--- src/rtl/avst_ta_pkg.sv ---
// avst_ta_pkg: shared widths, limits and helpers for the Avalon-ST timing adapter
package avst_ta_pkg;
  localparam int DROP_CNT_W = 16;
  localparam int MAX_IN_READY_LATENCY = 8;
  function automatic int ta_cnt_w(input int depth);
    return $clog2(depth + 1);
  endfunction
endpackage

--- src/rtl/avst_ta_skid_fifo.sv ---
// avst_ta_skid_fifo: skid storage with pointers, occupancy count and full/empty flags
// Ports: wr_en/wr_data push (taken when not full, or when full with a pop),
// rd_en pops the head, rd_data is the registered head word, count is occupancy.
module avst_ta_skid_fifo
  import avst_ta_pkg::*;
#(
  parameter int DATA_W = 2,
  parameter int FIFO_DEPTH = 2,
  localparam int CNT_W = ta_cnt_w(FIFO_DEPTH),
  localparam int PTR_W = (FIFO_DEPTH > 1) ? $clog2(FIFO_DEPTH) : 1
) (
  input  logic              clk,
  input  logic              reset_n,
  input  logic              wr_en,
  input  logic [DATA_W-1:0] wr_data,
  input  logic              rd_en,
  output logic [DATA_W-1:0] rd_data,
  output logic [CNT_W-1:0]  count,
  output logic              full,
  output logic              empty
);
  logic [DATA_W-1:0] mem_q [FIFO_DEPTH];
  logic [DATA_W-1:0] mem_d [FIFO_DEPTH];
  logic [PTR_W-1:0] wr_ptr_q, wr_ptr_d, rd_ptr_q, rd_ptr_d;
  logic [CNT_W-1:0] count_q, count_d;
  logic push, pop;
  // Explicit compare-and-wrap so non-power-of-2 depths work.
  function automatic logic [PTR_W-1:0] inc(input logic [PTR_W-1:0] p);
    return (p == PTR_W'(FIFO_DEPTH - 1)) ? '0 : p + PTR_W'(1);
  endfunction
  assign full = count_q == CNT_W'(FIFO_DEPTH);
  assign empty = count_q == '0;
  assign pop = rd_en && !empty;
  // A pop in the same cycle frees the slot, so a full FIFO still accepts.
  assign push = wr_en && (!full || pop);
  assign rd_data = mem_q[rd_ptr_q];
  assign count = count_q;
  always_comb begin
    mem_d = mem_q;
    if (push) mem_d[wr_ptr_q] = wr_data;
    wr_ptr_d = push ? inc(wr_ptr_q) : wr_ptr_q;
    rd_ptr_d = pop ? inc(rd_ptr_q) : rd_ptr_q;
    count_d = (push && !pop) ? count_q + CNT_W'(1) : (pop && !push) ? count_q - CNT_W'(1) : count_q;
  end
  always_ff @(posedge clk or negedge reset_n) begin
    if (!reset_n) begin
      mem_q <= '{default: '0};
      wr_ptr_q <= '0;
      rd_ptr_q <= '0;
      count_q <= '0;
    end else begin
      mem_q <= mem_d;
      wr_ptr_q <= wr_ptr_d;
      rd_ptr_q <= rd_ptr_d;
      count_q <= count_d;
    end
  end
endmodule

--- src/rtl/avst_rl_timing_adapter.sv ---
// avst_rl_timing_adapter: ready-latency-N source to ready-latency-0 sink adapter with overflow reporting
// Ports: in_data/in_valid/in_ready (source side, in_ready honoured IN_READY_LATENCY
// cycles later), out_data/out_valid/out_ready (sink side, latency 0), clr_overflow
// clears overflow_sticky (and drop_count), fill_level is registered occupancy.
// Optional macro AVST_TA_DROP_COUNT_EN builds a saturating 16-bit drop counter;
// without it drop_count is tied to zero.
module avst_rl_timing_adapter
  import avst_ta_pkg::*;
#(
  parameter int DATA_W = 2,
  parameter int IN_READY_LATENCY = 0,
  parameter int FIFO_DEPTH = IN_READY_LATENCY + 2,
  localparam int CNT_W = ta_cnt_w(FIFO_DEPTH)
) (
  input  logic                  clk,
  input  logic                  reset_n,
  input  logic [DATA_W-1:0]     in_data,
  input  logic                  in_valid,
  output logic                  in_ready,
  output logic [DATA_W-1:0]     out_data,
  output logic                  out_valid,
  input  logic                  out_ready,
  input  logic                  clr_overflow,
  output logic                  overflow_sticky,
  output logic [CNT_W-1:0]      fill_level,
  output logic [DROP_CNT_W-1:0] drop_count
);
  if (FIFO_DEPTH < IN_READY_LATENCY + 1 || IN_READY_LATENCY > MAX_IN_READY_LATENCY) begin : g_bad_cfg
    $error("avst_rl_timing_adapter: FIFO_DEPTH must be >= IN_READY_LATENCY+1 and latency <= 8");
  end
  logic full, empty, pop, overflow, sticky_q, sticky_d;
  logic [CNT_W-1:0] count;
  avst_ta_skid_fifo #(.DATA_W(DATA_W), .FIFO_DEPTH(FIFO_DEPTH)) u_fifo (
    .clk(clk),
    .reset_n(reset_n),
    .wr_en(in_valid),
    .wr_data(in_data),
    .rd_en(pop),
    .rd_data(out_data),
    .count(count),
    .full(full),
    .empty(empty)
  );
  assign out_valid = !empty;
  assign pop = out_valid && out_ready;
  assign overflow = in_valid && full && !pop;
  // Leave room for every word the source may still launch after ready drops.
  assign in_ready = count <= CNT_W'(FIFO_DEPTH - IN_READY_LATENCY - 1);
  assign fill_level = count;
  assign overflow_sticky = sticky_q;
  always_comb sticky_d = overflow ? 1'b1 : clr_overflow ? 1'b0 : sticky_q;
  always_ff @(posedge clk or negedge reset_n) begin
    if (!reset_n) sticky_q <= 1'b0;
    else sticky_q <= sticky_d;
  end
`ifdef AVST_TA_DROP_COUNT_EN
  logic [DROP_CNT_W-1:0] drop_q, drop_d;
  always_comb drop_d = overflow ? (clr_overflow ? DROP_CNT_W'(1) : (&drop_q ? drop_q : drop_q + DROP_CNT_W'(1))) : clr_overflow ? '0 : drop_q;
  always_ff @(posedge clk or negedge reset_n) begin
    if (!reset_n) drop_q <= '0;
    else drop_q <= drop_d;
  end
  assign drop_count = drop_q;
`else
  assign drop_count = '0;
`endif
`ifndef SYNTHESIS
  always_ff @(posedge clk) begin
    if (reset_n && overflow) $display("%m: overflow, word dropped at %0t", $time);
  end
`endif
endmodule

--- config.mk ---
export PLATFORM = sky130hd
export DESIGN_NAME = avst_rl_timing_adapter
export DESIGN_NICKNAME = d
export VERILOG_FILES = /design/src/rtl/avst_ta_pkg.sv /design/src/rtl/avst_ta_skid_fifo.sv /design/src/rtl/avst_rl_timing_adapter.sv
export SDC_FILE = /design/constraint.sdc
export NUM_CORES = 1
export LEC_CHECK = 0
export CELL_PAD_IN_SITES_DETAIL_PLACEMENT = 1
export CELL_PAD_IN_SITES_GLOBAL_PLACEMENT = 2
export CORE_MARGIN = 3
export CORE_UTILIZATION = 25
export CTS_BUF_LIST = sky130_fd_sc_hd__clkbuf_8 sky130_fd_sc_hd__clkbuf_16
export DETAILED_ROUTE_END_ITERATION = 12
export GPL_TIMING_DRIVEN = 1
export PLACE_DENSITY = 0.83
export SLEW_MARGIN = 25
export SYNTH_ARGS = -nofsm -noshare
export SYNTH_HDL_FRONTEND = slang
export SYNTH_SLANG_ARGS = --single-unit
--- constraint.sdc ---
create_clock -name clk -period 3.83 [get_ports clk]
set_input_delay 0.766 -clock clk [delete_from_list [all_inputs] [get_ports clk]]
set_output_delay 0.766 -clock clk [all_outputs]
set_load 0.005 [all_outputs]
# [Word-level counts from Yosys, hierarchy flattened]
# Index checks and enable logic that the tools add are counted.
[totals] ff_bits=9 inputBits=7 output_inout_bits=23 wordCells=46
[op_classes] add_sub_neg=4 order_cmp=4 eq_ne=1 n_mux=12 bitwise_logic=2 n_reduce_logical=17
[op_table] cell="2-bit two-way mux" n=6
[op_table] cell="1-bit logical AND" n=8
[op_table] cell="1-bit logical NOT" n=5
[op_table] cell="4-bit bitwise mux" n=1
[op_table] cell="2-bit greater-or-equal comparator, second input constant" n=2
[op_table] cell="1-bit two-way mux" n=4
[op_table] cell="1-bit inverter with 2-bit output" n=2
[op_table] cell="2-bit nonzero test" n=2
[op_table] cell="1-bit adder, second input constant" n=2
[op_table] cell="2-bit by 1-bit adder with 2-bit output, second input constant" n=1
[op_table] cell="2-bit demux with 1-bit select" n=1
[op_table] cell="2-bit equality test, second input constant" n=1
[op_table] cell="2-bit by 1-bit less-or-equal comparator with 1-bit output, second input constant" n=1
[op_table] cell="2-bit logical NOT" n=1
[op_table] cell="2-bit by 1-bit less-than comparator with 1-bit output, second input constant" n=1
[op_table] cell="2-bit by 1-bit subtractor with 2-bit output, second input constant" n=1
[op_table] cell="1-bit logical OR" n=1

# [Longest topological paths before layout]
[logic_depth] word_depth=10 mapped_depth=8 depth_no_buf=7

# [By module]
# Synthesis repeated with hierarchy kept, for this count alone.
[unflattened] cells_unflattened=53 area_unflattened_um2=573.0
[modules_own_cells] mod="avst_ta_skid_fifo" n_inst=1 cells_each=29 area_per_inst_um2=382.9 seq_area_each_um2=200.2
[modules_own_cells] mod="avst_rl_timing_adapter" n_inst=1 cells_each=24 area_per_inst_um2=190.2 seq_area_each_um2=25.0

# [Least setup slack after synthesis]
# Ideal clock, no wire load.
[synth_path] kind="input -> register" from="input port out_ready" to="register u_fifo.count_q[1], in the netlist u_fifo.count[1]" setup_time_ns=0.127 t_arrival_ns=1.487 t_required_ns=3.703 path_slack_ns=2.216 cell_stages=6 n_path_buf=1 path_cell_list="nand2b_4 buf_6 a21boi_2 ha_1 nand2_1 o21ai_0"
[synth_between] elab_chain_cells=7 word_cells_on_any_way=10 cone_classes="1 x mux; 9 x reduce/logical"
[synth_lines] item="from (decl)" line_no="avst_rl_timing_adapter.sv:22" text="input logic out_ready,"
[synth_lines] item="1-bit logical AND (*)" line_no="avst_rl_timing_adapter.sv:45" text="assign pop = out_valid && out_ready;"
[synth_lines] item="1-bit logical AND (*)" line_no="avst_ta_skid_fifo.sv:33" text="assign pop = rd_en && !empty;"
[synth_lines] item="1-bit logical OR" line_no="avst_ta_skid_fifo.sv:35" text="assign push = wr_en && (!full || pop);"
[synth_lines] item="1-bit logical AND" line_no="avst_ta_skid_fifo.sv:35"
[synth_lines] item="1-bit logical NOT" line_no="avst_ta_skid_fifo.sv:43" text="count_d = (push && !pop) ? count_q + CNT_W'(1) : (pop && !push) ? count_q - CNT_W'(1) : count_q;"
[synth_lines] item="1-bit logical AND" line_no="avst_ta_skid_fifo.sv:43"
[synth_lines] item="2-bit nonzero test (no line)"
[synth_lines] item="to (signal assigned)" line_no="avst_ta_skid_fifo.sv:55" text="count_q <= count_d;"
[synth_lines] item="to (decl)" line_no="avst_ta_skid_fifo.sv:25" text="logic [CNT_W-1:0] count_q, count_d;"
# Mark *: on every way between the ends. The rest lies on a longest branch, timed or not.
# A chain may end at the register's enable or synchronous reset.

# [Final worst setup path]
[layout_path] from="register u_fifo.count_q[0], in the netlist u_fifo.count[0]" to="output port out_valid"
[layout_between] elab_chain_cells=2
[layout_lines] item="2-bit logical NOT" line_no="avst_ta_skid_fifo.sv:32" text="assign empty = count_q == '0;"
[layout_lines] item="1-bit logical NOT" line_no="avst_rl_timing_adapter.sv:44" text="assign out_valid = !empty;"
[layout_lines] item="to (decl)" line_no="avst_rl_timing_adapter.sv:21" text="output logic out_valid,"
# Every way passes these cells.

==> results_dict.tcl <==
set metrics [dict create \
    critPathRequiredTime_ps 3060 \
    die_h_um 56.42 \
    clock_latency_ps 230 \
    synth-seq-cells 9 \
    synth.area.top_cells "dfrtp_1 35%, buf_4 19%, mux2_4 9.4%, ha_1 7.9%, a21oi_4 5.1%" \
    hold_path_depth 1 \
    dp_hpwl_um 845.2 \
    yosys_warnings 0 \
    critical_path.max_fanout 4 \
    drv_cap 0 \
    fin_util 0.3324 \
    synth_area_um2 635.6 \
    htree_levels 1 \
    max_freq_mhz 445.1 \
    place.gp.congestion 0.6814 \
    yosysUniqueCellTypes 17 \
    antenna_found_initial 0 \
    dr.pass1.iters 2 \
    r2r_slack_ps 2200 \
    critPathArrivalTime_ps 1480 \
    yosys.area_share.simple 0.06102 \
    hold-path-endpoint "u_fifo.wr_ptr_q$_DFFE_PN0N_" \
    n_antenna_cell 0 \
    grt_pass1_wl_um 1856 \
    synth_compound_area_frac 0.08465 \
    final-hold-violation-count 0 \
    r2r_cells 7 \
    syn_inst 56 \
    die_area_um2 3183 \
    vias_per_cell 3.606 \
    first_iter_violations 3 \
    r2r-start "u_fifo.count[0]$_DFFE_PN0P_" \
    port_buffers 13 \
    status "finished, final reports clean" \
    synthXorXnorAreaFrac 0.05512 \
    synth_edf_count 0 \
    grt_setup_unrepaired "no" \
    clock_skew_ps 0.9066 \
    pin_count 30 \
    r2r-end "u_fifo.count[1]$_DFFE_PN0P_" \
    start_util 0.2742 \
    grt-ovfl-total 0 \
    die_x_um 56.42 \
    fin_crit_sh 0.5866 \
    cts_root_buffer "clkbuf_8" \
    antenna_left 0 \
    ys_seq_area_frac 0.3543 \
    num_vias 357 \
    synthMuxAreaShare 0.1299 \
    nNetsFinal 83 \
    setup_viol 0 \
    drive_gt1_frac 0.1831 \
    power.leakage_nw 0.3629 \
    ir_drop_mv 0.3232 \
    setup_tns_ps 0 \
    synthTopCellsByCount "16 x buf_4, 9 x dfrtp_1, 4 x ha_1, 4 x inv_1, 4 x mux2_4" \
    synth_area_per_cell_um2 11.35 \
    synthAdderAreaFrac 0.07874 \
    rows 17 \
    fin_crit_ps 2247 \
    clockBufferDepth 2 \
    finalPower_w 0.0005903 \
    synth_area_leader_cell "dfrtp_1" \
    power_density_nw_per_um2 765.9 \
    routed_wl_um 1065 \
    clock_sinks 9 \
    syn_to_final_growth_pct 21.26 \
    clk_pin_slew_ps 50 \
    cts_resized 0 \
    worstSetupEndpointType "output pin" \
    cts_tree "done" \
    yosys.cell_count.top_type "buf_4" \
    synth_top_family_by_area "buffers and inverters" \
    wl_per_cell_um 10.76 \
    finalMaxSlewViolations 0 \
    drt_drc_violations_left 0 \
    synthArstFlopShare 1.000 \
    hp-start "u_fifo.wr_ptr_q$_DFFE_PN0N_" \
    hold_path.class "reg2reg" \
    first_global_vias 388 \
    ys.flop_type "dfrtp_1" \
    grt_usage 0.07947 \
    core_area_um2 2318 \
    critPathKind "reg2out" \
    worstSetupStartpointType "flip-flop" \
    grt_max_degree 10 \
    synth.top_cell.area_share 0.3543 \
    numCtsBuffers 3 \
    ctsHoldBuffers 0 \
    cts_setup_buffers 0 \
]
[final cells by class]
class | count | area [um^2]
flip-flops and latches | 9 | 225.2
clock inverters | 1 | 3.754
well taps | 28 | 35.03
clock buffers | 3 | 41.29
multi-input cells | 41 | 320.3
fillers | 261 | 1548
repair buffers | 13 | 130.1
inverters | 4 | 15.01
[sequential cells by signal (all words and copies together) (netlist names)]
register / cells
overflow_sticky: 1
u_fifo.count: 2
u_fifo.mem_q: 4
u_fifo.rd_ptr_q: 1
u_fifo.wr_ptr_q: 1
[critical path, cell delays in order (launching register included)]
cell and delay (ps):
dfrtp_1 410, inv_1 80, ha_1 210, inv_1 50, clkdlybuf4s50_1 490
[metal layers]
metal | GRT usage | share of wire | routed length [um]
met5 | 0 | 0 | 0
met3 | 0.05057 | 0.12 | 130
met4 | 0.06102 | 0.032 | 34
met1 | 0.08449 | 0.39 | 415
met2 | 0.1106 | 0.46 | 485
[worst max-delay path by stage]
stage               cells after the start                   startpoint                           to
finish                                  4  u_fifo.count[0]$_DFFE_PN0P_                    out_valid
global route                            4  u_fifo.count[1]$_DFFE_PN0P_                     in_ready
CTS                                     4  u_fifo.count[0]$_DFFE_PN0P_                    out_valid
detailed placement                      6                    out_ready  u_fifo.count[1]$_DFFE_PN0P_
global placement                        6                    out_ready  u_fifo.count[1]$_DFFE_PN0P_
floorplan                               6                    out_ready  u_fifo.count[1]$_DFFE_PN0P_
[logic make-up after synthesis]
group | count (synthesis)
multiplexers | 6
AO/OA/AOI/OAI | 5
flip-flops | 9
adder cells (fa/ha/maj) | 4
XOR/XNOR | 4
AND/OR/NAND/NOR | 6
buffers and inverters | 21
other | 1
[cells in the final DEF (no fill, tap or decap)]
cell	synthesis	final
xnor2_1	2	2
ha_1	4	4
clkbuf_8	0	3
nand2_1	2	2
xor2_1	2	2
conb_1	1	16
dfrtp_1	9	9
a21boi_2	1	1
mux2_4	4	4
nand2b_1	2	2
o21ai_0	2	2
nand3_1	1	1
nand2b_4	1	1
inv_1	4	5
clkdlybuf4s50_1	0	13
a21oi_4	2	2
mux2_2	2	2
[metrics by stage]
stage / std cells / instance area (um^2) / setup WS, ps / hold WS (ps)
after floorplan: 71 / 691.9 / 2216 / 454.3
final: 99 / 770.7 / 1583 / 484.8
after global placement: 95 / 725.7 / 1707 / 475.1
after global routing: 99 / 770.7 / 1452 / 521.9
after CTS: 99 / 770.7 / 1549 / 494.0
after detailed placement: 95 / 725.7 / 1699 / 483.7
[power breakdown]
part	switching (W)	internal, W	total, W
registers	0.0000391	0.000144	0.000183
clock network	0.0000402	0.0000700	0.000110
logic	0.000109	0.000187	0.000297
total	0.000188	0.000402	0.000590
No activity file was read; power rests on OpenSTA's default activity.
